## config.mk

```make
export PLATFORM = sky130hd
export DESIGN_NAME = mul_norm_round_pipe
export DESIGN_NICKNAME = d
export VERILOG_FILES = /design/src/rtl/fpu_mul_pkg.sv /design/src/rtl/mul_norm_round_pipe_lopd.sv /design/src/rtl/mul_norm_round_pipe.sv
export SDC_FILE = /design/constraint.sdc
export NUM_CORES = 1
export LEC_CHECK = 0
export CAP_MARGIN = 10
export CORE_MARGIN = 2
export CORE_UTILIZATION = 60
export CTS_CLUSTER_DIAMETER = 120
export DETAILED_ROUTE_END_ITERATION = 6
export HOLD_SLACK_MARGIN = 0.03
export PLACE_DENSITY = 0.85
export SETUP_SLACK_MARGIN = 0.02
export SYNTH_ARGS = -nofsm -noshare
export SYNTH_HDL_FRONTEND = slang
export SYNTH_SLANG_ARGS = --single-unit
```

## constraint.sdc

```tcl
create_clock -name i_clk -period 13.6 [get_ports i_clk]
set_input_delay 2.04 -clock i_clk [delete_from_list [all_inputs] [get_ports i_clk]]
set_output_delay 2.04 -clock i_clk [all_outputs]
set_load 0.005 [all_outputs]
```

## src/rtl/fpu_mul_pkg.sv

```systemverilog
// Shared types and constants for the FPU_MUL datapath.
package fpu_mul_pkg;

    localparam int MANT_W = 48;
    localparam int EXP_W  = 10;
    localparam int LOPD_W = 5;

    localparam int          EXP_BIAS = 127;
    localparam int          EXP_MAX  = 255;
    localparam logic [31:0] QNAN     = 32'h7FC0_0000;

    typedef enum logic [1:0] {
        FP_NORMAL = 2'b00,
        FP_ZERO   = 2'b01,
        FP_INF    = 2'b10,
        FP_NAN    = 2'b11
    } fp_special_e;

    // Everything stage 2 needs to finish normalising and rounding one beat
    typedef struct packed {
        logic                     sign;
        logic signed [EXP_W-1:0]  exp;
        fp_special_e              special;
        logic [MANT_W-1:0]        mant;
        logic [LOPD_W-1:0]        lz;
        logic                     zf;
    } stage1_t;

endpackage

```

## src/rtl/mul_norm_round_pipe_lopd.sv

```systemverilog
// 24-bit leading-one detector: reports the leading-zero count and an all-zero flag.
module MUL_LOPD_24bit
    import fpu_mul_pkg::*;
(
    input  logic [23:0]       i_data,
    output logic [LOPD_W-1:0] o_lz,
    output logic              o_zf
);

    // Scan upwards so the highest set bit writes last and wins
    always_comb begin
        o_lz = '0;
        o_zf = (i_data == 24'h0);
        for (int i = 0; i < 24; i++) begin
            if (i_data[i]) begin
                o_lz = LOPD_W'(23 - i);
            end
        end
    end

endmodule

```

## src/rtl/mul_norm_round_pipe.sv

```systemverilog
// Two-stage normalise and round-to-nearest-even stage behind the 24x24 mantissa multiplier.
module mul_norm_round_pipe
    import fpu_mul_pkg::*;
#(
    parameter int SIZE_MANT = MANT_W,
    parameter int SIZE_EXP  = EXP_W,
    parameter int SIZE_LOPD = LOPD_W
) (
    input  logic                 i_clk,
    input  logic                 i_rst_n,
    input  logic                 i_valid,
    output logic                 o_ready,
    input  logic                 i_sign,
    input  logic [SIZE_EXP-1:0]  i_exp,
    input  logic [SIZE_MANT-1:0] i_mant,
    input  logic [1:0]           i_special,
    output logic                 o_valid,
    input  logic                 i_ready,
    output logic [31:0]          o_result,
    output logic                 o_overflow,
    output logic                 o_underflow
);

    localparam int EW2 = SIZE_EXP + 2;
    localparam logic signed [EW2-1:0] EXP_SAT  = EW2'(EXP_MAX);
    localparam logic signed [EW2-1:0] EXP_ZERO = '0;

    logic                 v1_q;
    logic                 v2_q;
    logic                 en_1;
    logic                 en_2;
    stage1_t              s1_d;
    stage1_t              s1_q;
    logic [SIZE_LOPD-1:0] lopd_lz;
    logic                 lopd_zf;

    logic [SIZE_MANT-1:0] shifted;
    logic [22:0]          mant_m;
    logic                 guard;
    logic                 sticky;
    logic                 round_up;
    logic [23:0]          mant_sum;
    logic [22:0]          mant_final;
    logic signed [EW2-1:0] exp_norm;
    logic signed [EW2-1:0] exp_final;
    logic [31:0]          result_d;
    logic                 ovf_d;
    logic                 unf_d;

    // A stage may load when it is empty or its contents move on this cycle
    assign en_2    = ~v2_q | i_ready;
    assign en_1    = ~v1_q | en_2;
    assign o_ready = en_1;
    assign o_valid = v2_q;

    MUL_LOPD_24bit u_lopd (
        .i_data (i_mant[SIZE_MANT-1 -: 24]),
        .o_lz   (lopd_lz),
        .o_zf   (lopd_zf)
    );

    // Gather the incoming beat together with its leading-zero count
    always_comb begin
        s1_d         = '0;
        s1_d.sign    = i_sign;
        s1_d.exp     = i_exp;
        s1_d.special = fp_special_e'(i_special);
        s1_d.mant    = i_mant;
        s1_d.lz      = lopd_lz;
        s1_d.zf      = lopd_zf;
    end

    // Stage 1 register: hold while stalled, capture only real beats
    always_ff @(posedge i_clk or negedge i_rst_n) begin
        if (!i_rst_n) begin
            v1_q <= 1'b0;
            s1_q <= '0;
        end else if (en_1) begin
            v1_q <= i_valid;
            if (i_valid) begin
                s1_q <= s1_d;
            end
        end
    end

    // Normalise, round to nearest even, then pick the result by priority
    always_comb begin
        shifted    = s1_q.mant << s1_q.lz;
        mant_m     = shifted[SIZE_MANT-2 -: 23];
        guard      = shifted[SIZE_MANT-25];
        sticky     = |shifted[SIZE_MANT-26:0];
        round_up   = guard & (sticky | mant_m[0]);
        mant_sum   = {1'b0, mant_m} + {23'b0, round_up};
        exp_norm   = EW2'($signed(s1_q.exp)) + EW2'(1) - EW2'(s1_q.lz);
        exp_final  = exp_norm;
        mant_final = mant_sum[22:0];
        if (mant_sum[23]) begin
            exp_final  = exp_norm + EW2'(1);
            mant_final = 23'h0;
        end

        result_d = {s1_q.sign, exp_final[7:0], mant_final};
        ovf_d    = 1'b0;
        unf_d    = 1'b0;
        if (s1_q.special == FP_NAN) begin
            result_d = QNAN;
        end else if (s1_q.special == FP_INF) begin
            result_d = {s1_q.sign, 8'hFF, 23'h0};
        end else if (s1_q.special == FP_ZERO || s1_q.zf) begin
            result_d = {s1_q.sign, 31'h0};
        end else if (exp_final >= EXP_SAT) begin
            result_d = {s1_q.sign, 8'hFF, 23'h0};
            ovf_d    = 1'b1;
        end else if (exp_final <= EXP_ZERO) begin
            result_d = {s1_q.sign, 31'h0};
            unf_d    = 1'b1;
        end
    end

    // Stage 2 register drives the outputs; result stays frozen while stalled
    always_ff @(posedge i_clk or negedge i_rst_n) begin
        if (!i_rst_n) begin
            v2_q        <= 1'b0;
            o_result    <= 32'h0;
            o_overflow  <= 1'b0;
            o_underflow <= 1'b0;
        end else if (en_2) begin
            v2_q <= v1_q;
            if (v1_q) begin
                o_result    <= result_d;
                o_overflow  <= ovf_d;
                o_underflow <= unf_d;
            end
        end
    end

endmodule

```

==> impl_metrics.sql, run 1 <==
INSERT INTO impl_metrics (metric_group, metric, value, unit) VALUES
('run_status', 'outcome', 'complete, but fails checks', ''),
('run_status', 'violations', 'design-rule violations', ''),
('cts', 'cts_h_tree_depth', '3', ''),
('timing', 'worst-slew-pin-transition', '0.915', 'ns'),
('cts', 'holdBufCountCts', '0', ''),
('logic_synthesis', 'flip_flop_and_latch_count_after_synthesis', '102', ''),
('critical_path', 'reg2reg_slack', '7.85', 'ns'),
('power', 'peakVddDrop', '0.0678', 'mV'),
('timing', 'fin_setup_tns', '0', 'ns'),
('job', 'cap_viol_max_count', '0', ''),
('placed_design', 'hpwl_after_detailed_placement', '17600', 'µm'),
('floorplanning', 'floorplan.die_area', '16100', 'µm²'),
('global_route', 'routing_layer_with_the_top_usage_in_global_route', 'met2', ''),
('cts', 'numClockSinks', '102', ''),
('final_layout', 'synthToLayoutAreaGrowth', '13.5', '%'),
('global_route', 'via_count_of_the_first_global_routing_pass', '7539', ''),
('timing', 'worst_slew_margin_rel', '39.0', '%'),
('critical_path', 'crit_top_cell', 'o31ai_1', ''),
('global_route', 'largest_net_degree_at_the_start_of_global_routing', '77', ''),
('logic_synthesis', 'post_synth_xor_area_fraction', '3.30', '%'),
('worst_hold_path', 'min-delay-path-class', 'reg2reg', ''),
('cts', 'cts_setup_buffers', '0', ''),
('detailed_routing', 'routed_wirelength', '24100', 'µm'),
('final_layout', 'layout-drive-gt1-share', '20.1', '%'),
('logic_synthesis', 'synth.top_cell.area_share', '28.3', '%'),
('placed_design', 'finalWeightedCongestion', '1.05', ''),
('cts', 'worst_skew_pair.late_latency', '0.37', 'ns'),
('global_route', 'grt_antenna_before_repair', '0', ''),
('cts', 'clk_root_buffer_cell', 'clkbuf_16', ''),
('logic_synthesis', 'yosys_warnings', '0', ''),
('critical_path', 'worst_ep_arrival', '6.02', 'ns'),
('timing', 'rsz_0062_raised_after_global_routing', 'no', ''),
('global_route', 'globalRoute.totalOverflow', '0', ''),
('logic_synthesis', 'synth_seq_area_share', '28.3', '%'),
('cts', 'cts-buffers-inserted', '9', ''),
('cts', 'worst_setup_hold_path_clk_slew', '0.07', 'ns'),
('power', 'powerDensity', '124', 'nW/µm²'),
('critical_path', 'path_class', 'reg2reg', ''),
('power', 'p_leak', '0.00389', 'µW'),
('floorplanning', 'design.portCount', '101', ''),
('floorplanning', 'die_height', '127', 'µm'),
('logic_synthesis', 'synthesis.area', '9030', 'µm²'),
('timing', 'layout_worst_path_cycle_share', '42.3', '%'),
('logic_synthesis', 'postSynthNetCount', '998', ''),
('final_layout', 'regArea', '2560', 'µm²'),
('critical_path', 'r2r_end', 'o_result[3]', ''),
('logic_synthesis', 'synthesized_netlist_cell_count', '916', ''),
('detailed_routing', 'routed_via_density', '6.81', ''),
('logic_synthesis', 'synth.most_common_cell', 'dfrtp_1', ''),
('logic_synthesis', 'syn_area_per_cell', '9.86', 'µm²'),
('critical_path', 'endpoint', 'o_result[3]', ''),
('detailed_routing', 'average_wire_per_standard_cell', '20.7', 'µm'),
('logic_synthesis', 'yosys-mux-area-fraction', '27.4', '%'),
('critical_path', 'worst_path_largest_cell_delay', '0.69', 'ns'),
('cts', 'cts_tree', 'done', ''),
('final_layout', 'layout.core_utilization', '70.0', '%'),
('global_route', 'grt.met3_usage', '6.12', '%'),
('cts', 'max_buffers_root_to_sink', '2', ''),
('critical_path', 'worst-r2r-cell-count', '14', ''),
('logic_synthesis', 'synth-compound-area-share', '17.6', '%'),
('critical_path', 'timing.critical_path.required', '13.86', 'ns'),
('critical_path', 'worstSetupStartpoint', 's1_q[3]', ''),
('floorplanning', 'floorplan.initialDensity', '61.7', '%'),
('detailed_routing', 'detail_route.drc_violations', '10', ''),
('timing', 'timing.final.hold_violations', '0', ''),
('logic_synthesis', 'synth_top_cells_by_area', 'dfrtp_1, mux2_2, mux4_2, mux2i_1, nand2_1', ''),
('timing', 'final-max-slew-violation-count', '0', ''),
('logic_synthesis', 'cell_accounting_for_the_most_synthesized_area', 'dfrtp_1', ''),
('critical_path', 'critPathSlowestCell', 'nor3_1', ''),
('timing', 'fin_crit', '5.75', 'ns'),
('critical_path', 'setup.worst_path.end_class', 'register', '');
==> layer usage <==
| metal | wire length [µm] | share of wire (%) |
|---|---|---|
| met1 | 10300 | 43 |
| met2 | 11000 | 45 |
| met3 | 2320 | 9.6 |
| met4 | 578 | 2.4 |
| met5 | 0 | 0 |
==> critical path, delay by kind of cell, from the launching register on <==
family                     cells  cell delay (ns)
AOI/OAI and AO/OA              5             1.70
DFF                            1             0.33
buffers and inverters          2             1.05
adders and majority gates      2             1.04
and+or+nand+nor                5             1.50
==> layout make-up <==
type | count | share of cell area [%]
multi-input cells | 729 | 58.3
flip-flops and latches | 102 | 24.9
repair buffers | 109 | 10.4
clock buffers | 10 | 2.33
well taps | 184 | 2.24
inverters | 25 | 0.915
clock inverters | 6 | 0.890
==> cells in the final DEF (no fill, tap or decap), drive strengths merged, types with 13 or more instances in the layout <==
master and instances:
mux2i 50, mux2 88, dfrtp 102, nor3 18, inv 27, clkdlybuf4s50 99, mux4 43, nand3 18
nand2b 13, o21ai 44, nand2 91, a21oi 30, o22ai 24, xnor2 24, ha 16, nor2 62
==> sequential cells by signal (all words and copies together) (netlist names) <==
signal       cells
o_overflow       1
o_result        32
s1_q            66
o_valid          1
o_underflow      1
v1_q             1
==> kinds of logic (layout without fill, tap and decap cells) <==
kind of cell / count (synthesis) / count (layout)
muxes: 181 / 181
DFF: 102 / 102
buffers and inverters: 85 / 150
adders and majority gates: 17 / 17
AOI/OAI and AO/OA: 218 / 218
xor gates and xnor gates: 34 / 34
and+or+nand+nor: 279 / 279
==> through the flow <==
step | hold WS (ns) | cell area [µm²] | worst slack, ns | std cells | power [µW]
floorplan | 0.461 | 9030 | 8.92 | 916 | 813
global route | 0.503 | 10300 | 7.35 | 1165 | 1340
finish | 0.480 | 10300 | 7.85 | 1165 | 1270
global placement | 0.456 | 9920 | 8.19 | 1148 | 956
CTS | 0.480 | 10300 | 7.92 | 1164 | 1260
detailed placement | 0.465 | 9920 | 7.97 | 1148 | 967
==> report_power, final <==
| group | total, µW | internal, µW | switching, µW |
|---|---|---|---|
| clock network | 288 | 168 | 121 |
| logic | 586 | 273 | 313 |
| registers | 398 | 343 | 54.6 |
==> worst min-delay path by stage <==
stage	from	end	slack, ns	depth (start not counted)
floorplan	s1_q[66]	o_result[31]	0.46	2
global placement	o_result[31]	o_result[31]	0.46	2
detailed placement	o_result[20]	o_result[20]	0.46	2
CTS	o_result[20]	o_result[20]	0.48	2
global route	o_result[1]	o_result[1]	0.50	2
finish	o_result[20]	o_result[20]	0.48	2
Power figures use the tool's default switching activity.
==> run 2, diff against run 1 <==
Settings changed: CORE_UTILIZATION 60 to 58, PLACE_DENSITY 0.85 to 0.83.
Clock period 13.6 ns to 5.8 ns, I/O delays scaled along.
==> impl_metrics.sql, run 2 (synthesis gave the netlist of run 1 again) <==
INSERT INTO impl_metrics (metric_group, metric, value, unit) VALUES
('detailed_routing', 'detail_route.drc_violations', '14', ''),
('placed_design', 'postPlaceCellArea', '10000', 'µm²'),
('cts', 'cts_tree', 'done', ''),
('placed_design', 'hpwl_after_detailed_placement', '18800', 'µm'),
('final_layout', 'postLayoutCellArea', '10300', 'µm²'),
('timing', 'clock-skew-final', '0.00941', 'ns'),
('critical_path', 'worstSetupStartpointType', 'register', ''),
('global_route', 'grt_antenna_before_repair', '0', ''),
('timing', 'clock.fmax', '197', 'MHz'),
('final_layout', 'layout.cells.most_common_list', 'clkdlybuf4s50_1, dfrtp_1, nand2_1, mux2_2, nor2_1', ''),
('global_route', 'via_count_of_the_first_global_routing_pass', '7304', ''),
('critical_path', 'crit_fanout', '43', ''),
('power', 'peakVddDrop', '0.161', 'mV'),
('critical_path', 'setup.worst_path.end_class', 'register', ''),
('final_layout', 'nets', '1065', ''),
('timing', 'finalSetupViolCount', '0', ''),
('cts', 'cts_h_tree_depth', '3', ''),
('detailed_routing', 'routed_wirelength', '24900', 'µm'),
('cts', 'worst_setup_hold_path_clk_slew', '0.07', 'ns'),
('floorplanning', 'floorplan.core_area', '15200', 'µm²'),
('detailed_routing', 'routed_via_density', '6.72', ''),
('floorplanning', 'die_height', '129', 'µm'),
('timing', 'worst-slew-pin-transition', '0.895', 'ns'),
('floorplanning', 'die_width', '129', 'µm'),
('floorplanning', 'design.portCount', '101', ''),
('timing', 'layout_worst_path_cycle_share', '87.6', '%'),
('cts', 'holdBufCountCts', '0', ''),
('detailed_routing', 'vias', '7908', ''),
('cts', 'worst_skew_pair.late_latency', '0.36', 'ns'),
('timing', 'timing.final.hold_violations', '0', ''),
('placed_design', 'finalWeightedCongestion', '1.06', ''),
('global_route', 'grt_pass1_wl', '39900', 'µm'),
('critical_path', 'path_class', 'reg2reg', ''),
('detailed_routing', 'drtPass1Iterations', '7', ''),
('power', 'powerDensity', '287', 'nW/µm²'),
('placed_design', 'buffer_ports.inserted', '100', ''),
('final_layout', 'antenna_cells_inserted', '0', ''),
('global_route', 'globalRoute.totalOverflow', '0', ''),
('cts', 'cts-buffers-inserted', '9', ''),
('detailed_routing', 'drt.antenna.violating_nets', '0', ''),
('timing', 'final-max-slew-violation-count', '0', ''),
('timing', 'rsz_0062_raised_after_global_routing', 'no', ''),
('cts', 'clk_root_buffer_cell', 'clkbuf_16', ''),
('cts', 'numClockSinks', '102', ''),
('timing', 'worst_slew_margin_rel', '40.2', '%'),
('final_layout', 'largest_register_ffs', '66', ''),
('critical_path', 'timing.critical_path.required', '6.06', 'ns'),
('final_layout', 'synthToLayoutAreaGrowth', '14.1', '%'),
('final_layout', 'layout-drive-gt1-share', '20.5', '%'),
('timing', 'fin_setup_tns', '0', 'ns'),
('floorplanning', 'floorplan.die_area', '16600', 'µm²'),
('floorplanning', 'floorplan.initialDensity', '59.4', '%'),
('power', 'p_leak', '0.00391', 'µW'),
('cts', 'post_cts_resize_count', '0', ''),
('floorplanning', 'std_cell_rows', '45', ''),
('detailed_routing', 'drt_first_iter_violations', '909', ''),
('timing', 'fin_crit', '5.08', 'ns'),
('global_route', 'largest_net_degree_at_the_start_of_global_routing', '55', ''),
('cts', 'cts_setup_buffers', '0', ''),
('run_status', 'violations', 'design-rule violations', ''),
('final_layout', 'regMostFlops', 's1_q', ''),
('global_route', 'grtUsageTotal', '30.8', '%'),
('worst_hold_path', 'min-delay-path-class', 'reg2reg', ''),
('detailed_routing', 'average_wire_per_standard_cell', '21.2', 'µm'),
('run_status', 'outcome', 'complete, but fails checks', ''),
('critical_path', 'worst_ep_arrival', '5.34', 'ns'),
('job', 'cap_viol_max_count', '0', ''),
('cts', 'max_buffers_root_to_sink', '2', ''),
('final_layout', 'largestRegisters', 's1_q: 66 flops, o_result: 32 flops', '');
run 2: cell count changes in the layout (fill, tap and decap cells not counted), sizes merged:
cell,delta
buf,+8
bufinv,-1
run 2: final cells by class:
class	count	area (µm²)
clock inverter	5	65.1
inverter	25	93.8
timing repair buffer	116	1130
multi-input combinational	729	5980
tap	188	235
sequential	102	2560
fill	1216	4890
clock buffer	11	243
run 2: layer usage:
| layer | wire [µm] | vias to the layer above | GRT usage [%] |
|---|---|---|---|
| li1 | - | 3626 | - |
| met1 | 10700 | 3758 | 44.2 |
| met2 | 11100 | 465 | 46.9 |
| met4 | 694 | 0 | 10.2 |
| met3 | 2380 | 59 | 6.69 |
| met5 | 0 | - | 0 |
run 2: critical path, stage by stage, from the launching register on:
cell and delay [ns]:
dfrtp_4 0.72, ha_1 0.38, inv_1 0.04, ha_1 0.24, fa_1 0.46, a211oi_1 0.34
nor2_1 0.12, a2111o_1 0.42, nor3_1 0.50, buf_4 0.23, and2_1 0.15, nand2b_1 0.08
o31ai_1 0.19, a21o_1 0.36, nand3_4 0.38, o31ai_1 0.34
run 2: stage by stage:
stage | util (%) | setup WS, ns | hold WS (ns) | std cells | total power (µW)
after detailed placement | 65.8 | 0.799 | 0.464 | 1160 | 2290
after floorplan | - | 1.12 | 0.461 | 916 | 1910
after CTS | 67.8 | 0.744 | 0.480 | 1176 | 2930
after global routing | 67.8 | 0.250 | 0.500 | 1176 | 3120
final | 67.8 | 0.718 | 0.477 | 1176 | 2950
after global placement | 65.8 | 0.935 | 0.460 | 1160 | 2270
run 2: report_power, final:
part / internal (µW) / switching (µW)
clock: 351 / 283
sequential: 804 / 137
combinational: 646 / 732
run 2: path summary, 6_finish.rpt:
check / startpoint / cells past startpoint / slack (ns) / endpoint
min reg2reg: o_result[10] / 2 / 0.48 / o_result[10]
max: s1_q[2] / 15 / 0.72 / o_result[3]
max reg2reg: s1_q[2] / 15 / 0.72 / o_result[3]
min in group asynchronous: i_rst_n / 1 / 0.55 / o_result[28]
max in group asynchronous: i_rst_n / 2 / 4.15 / s1_q[2]
min: o_result[10] / 2 / 0.48 / o_result[10]
==> run 3, diff against run 2 <==
Settings changed: CORE_UTILIZATION 58 to 53, PLACE_DENSITY 0.83 to 0.8.
Clock period 5.8 ns to 4.15 ns, I/O delays scaled along.
==> impl_metrics.sql, run 3 (synthesis gave the netlist of run 1 again) <==
INSERT INTO impl_metrics (metric_group, metric, value, unit) VALUES
('floorplanning', 'floorplan.core_area', '16600', 'µm²'),
('critical_path', 'worst_ep_arrival', '4.41', 'ns'),
('global_route', 'grtUsageTotal', '30.3', '%'),
('power', 'powerDensity', '392', 'nW/µm²'),
('critical_path', 'timing.critical_path.required', '4.44', 'ns'),
('timing', 'final-max-slew-violation-count', '0', ''),
('critical_path', 'crit_chain', 'buf_6 > buf_8 > mux2i_2 > mux4_2 > a32oi_1 > nand3_1 > nor4_2 > or2b_1 > or3_4 > mux2_4 > nor3_4 > buf_4 > nand3_4 > buf_4 > o21ai_2', ''),
('critical_path', 'critical-path-top-delay-family', 'simple AND/OR/NAND/NOR gates', ''),
('cts', 'cts_h_tree_depth', '3', ''),
('cts', 'cts-buffers-inserted', '9', ''),
('placed_design', 'finalWeightedCongestion', '1.02', ''),
('detailed_routing', 'routed_wirelength', '27500', 'µm'),
('cts', 'worst_skew_pair.late_latency', '0.37', 'ns'),
('detailed_routing', 'vias', '8364', ''),
('floorplanning', 'std_cell_rows', '47', ''),
('critical_path', 'r2r-start', 's1_q[2]', ''),
('detailed_routing', 'detail_route.drc_violations', '0', ''),
('cts', 'numClockSinks', '102', ''),
('global_route', 'globalRoute.totalOverflow', '0', ''),
('timing', 'rsz_0062_raised_after_global_routing', 'yes', ''),
('critical_path', 'crit_fanout', '11', ''),
('critical_path', 'worstSetupStartpointType', 'register', ''),
('final_layout', 'layout.core_utilization', '68.2', '%'),
('critical_path', 'worst_path_largest_cell_delay', '0.55', 'ns'),
('timing', 'clock.fmax', '243', 'MHz'),
('final_layout', 'largest_register_ffs', '66', ''),
('critical_path', 'cell_depth_of_the_worst_setup_path', '15', ''),
('cts', 'worst_setup_hold_path_clk_slew', '0.08', 'ns'),
('floorplanning', 'floorplan.die_area', '18100', 'µm²'),
('global_route', 'grt_antenna_before_repair', '0', ''),
('cts', 'clk_root_buffer_cell', 'clkbuf_16', ''),
('detailed_routing', 'average_wire_per_standard_cell', '21.0', 'µm'),
('final_layout', 'final_cells', '1311', ''),
('timing', 'clock-skew-final', '0.0122', 'ns'),
('timing', 'worst-slew-pin-transition', '0.853', 'ns'),
('final_layout', 'nets', '1168', ''),
('run_status', 'outcome', 'complete, no violations', ''),
('placed_design', 'place.detailed.instances', '1274', ''),
('power', 'peakVddDrop', '0.227', 'mV'),
('floorplanning', 'design.portCount', '101', ''),
('timing', 'timing.final.hold_violations', '0', ''),
('final_layout', 'largestRegisters', 's1_q: 66 flops, o_result: 32 flops', ''),
('final_layout', 'synthToLayoutAreaGrowth', '25.6', '%'),
('critical_path', 'critPathSlowestCell', 'dfrtp_4', ''),
('critical_path', 'r2r_end', 'o_result[11]', ''),
('final_layout', 'layout-drive-gt1-share', '30.3', '%'),
('global_route', 'largest_net_degree_at_the_start_of_global_routing', '65', ''),
('final_layout', 'layout.cells.most_common_list', 'buf_4, clkdlybuf4s50_1, dfrtp_1, nand2_1, mux2_2', ''),
('job', 'cap_viol_max_count', '0', ''),
('detailed_routing', 'drtPass1Iterations', '5', ''),
('floorplanning', 'die_width', '135', 'µm'),
('critical_path', 'worst-r2r-cell-count', '15', ''),
('final_layout', 'fillers', '1310', ''),
('cts', 'max_buffers_root_to_sink', '2', ''),
('critical_path', 'crit_top_cell', 'buf_4', ''),
('critical_path', 'path_class', 'reg2reg', ''),
('cts', 'cts_tree', 'done', ''),
('critical_path', 'reg2reg_slack', '0.03', 'ns'),
('timing', 'layout_worst_path_cycle_share', '99.3', '%'),
('global_route', 'grt_pass1_wl', '42900', 'µm'),
('placed_design', 'buffer_ports.inserted', '100', ''),
('power', 'p_leak', '0.00447', 'µW'),
('global_route', 'via_count_of_the_first_global_routing_pass', '7806', ''),
('floorplanning', 'die_height', '135', 'µm'),
('final_layout', 'commonest_non_fill_non_tap_cell_in_the_layout', 'buf_4', ''),
('critical_path', 'setup.worst_path.end_class', 'register', ''),
('detailed_routing', 'routed_via_density', '6.38', ''),
('timing', 'fin_crit', '4.12', 'ns'),
('final_layout', 'regMostFlops', 's1_q', ''),
('final_layout', 'antenna_cells_inserted', '0', ''),
('timing', 'finalSetupViolCount', '0', ''),
('detailed_routing', 'drt.antenna.violating_nets', '0', ''),
('floorplanning', 'floorplan.initialDensity', '54.3', '%'),
('detailed_routing', 'drt_first_iter_violations', '1042', ''),
('critical_path', 'critical_path_buf_inv_count', '4', ''),
('worst_hold_path', 'min-delay-path-class', 'in2async', ''),
('timing', 'worst_slew_margin_rel', '43.2', '%'),
('placed_design', 'hpwl_after_detailed_placement', '20800', 'µm');
## run 3: cell types whose count changed in the layout (fill, tap and decap cells not counted), sizes merged
cell    change
buf       +101
inv         +2
nand3       +1
clkbuf      -1
## run 3: stage by stage
step / TNS (ns) / cell area [µm²] / worst slack, ns / total power (µW) / hold slack, ns
2_1_floorplan: 0 / 9100 / 0.0256 / 2690 / 0.327
3_3_place_gp: -0.265 / 10700 / -0.0458 / 3400 / 0.456
3_5_place_dp: -0.515 / 10700 / -0.0752 / 3440 / 0.464
4_1_cts: 0 / 11000 / 0.0211 / 4350 / 0.380
5_1_grt: -0.716 / 11300 / -0.0759 / 4700 / 0.430
6_report: 0 / 11300 / 0.0282 / 4450 / 0.359
## run 3: area by class of cell
| cell class | count | area, µm² | area share (%) |
|---|---|---|---|
| clock buffers | 9 | 225 | 1.99 |
| clock inverters | 7 | 87.6 | 0.772 |
| inverters | 25 | 93.8 | 0.827 |
| multi-input cells | 730 | 6130 | 54.1 |
| flip-flops and latches | 102 | 2560 | 22.6 |
| well taps | 220 | 275 | 2.43 |
| repair buffers | 218 | 1970 | 17.4 |
## run 3: worst max path at each step
stage              endpoint     from
6_report       o_result[11]  s1_q[2]
3_5_place_dp   o_result[26]  s1_q[4]
4_1_cts         o_result[4]  s1_q[2]
2_1_floorplan  o_result[23]  s1_q[1]
5_1_grt         o_result[6]  s1_q[1]
3_3_place_gp   o_result[27]  s1_q[4]
## run 3: repair_timing
item,4_1_cts,5_1_grt
pin swaps,0,5
resized for setup,3,29
endpoints found under the setup margin,26,33
hold buffers,0,0
buffers inserted,1,18
gates cloned,0,2
## run 3: power by group
group | internal [µW] | leakage, µW | switching [µW]
combinational | 1120 | 0.00307 | 1140
sequential | 1120 | 0.00125 | 169
clock | 483 | 0.000154 | 415
## run 3: layer usage
| metal | share of wire [%] | vias up | GRT usage (%) |
|---|---|---|---|
| li1 | - | 3816 | - |
| met5 | 0 | - | 0 |
| met3 | 9.2 | 56 | 5.89 |
| met2 | 46 | 506 | 46.5 |
| met1 | 43 | 3986 | 43.6 |
| met4 | 2.2 | 0 | 9.12 |
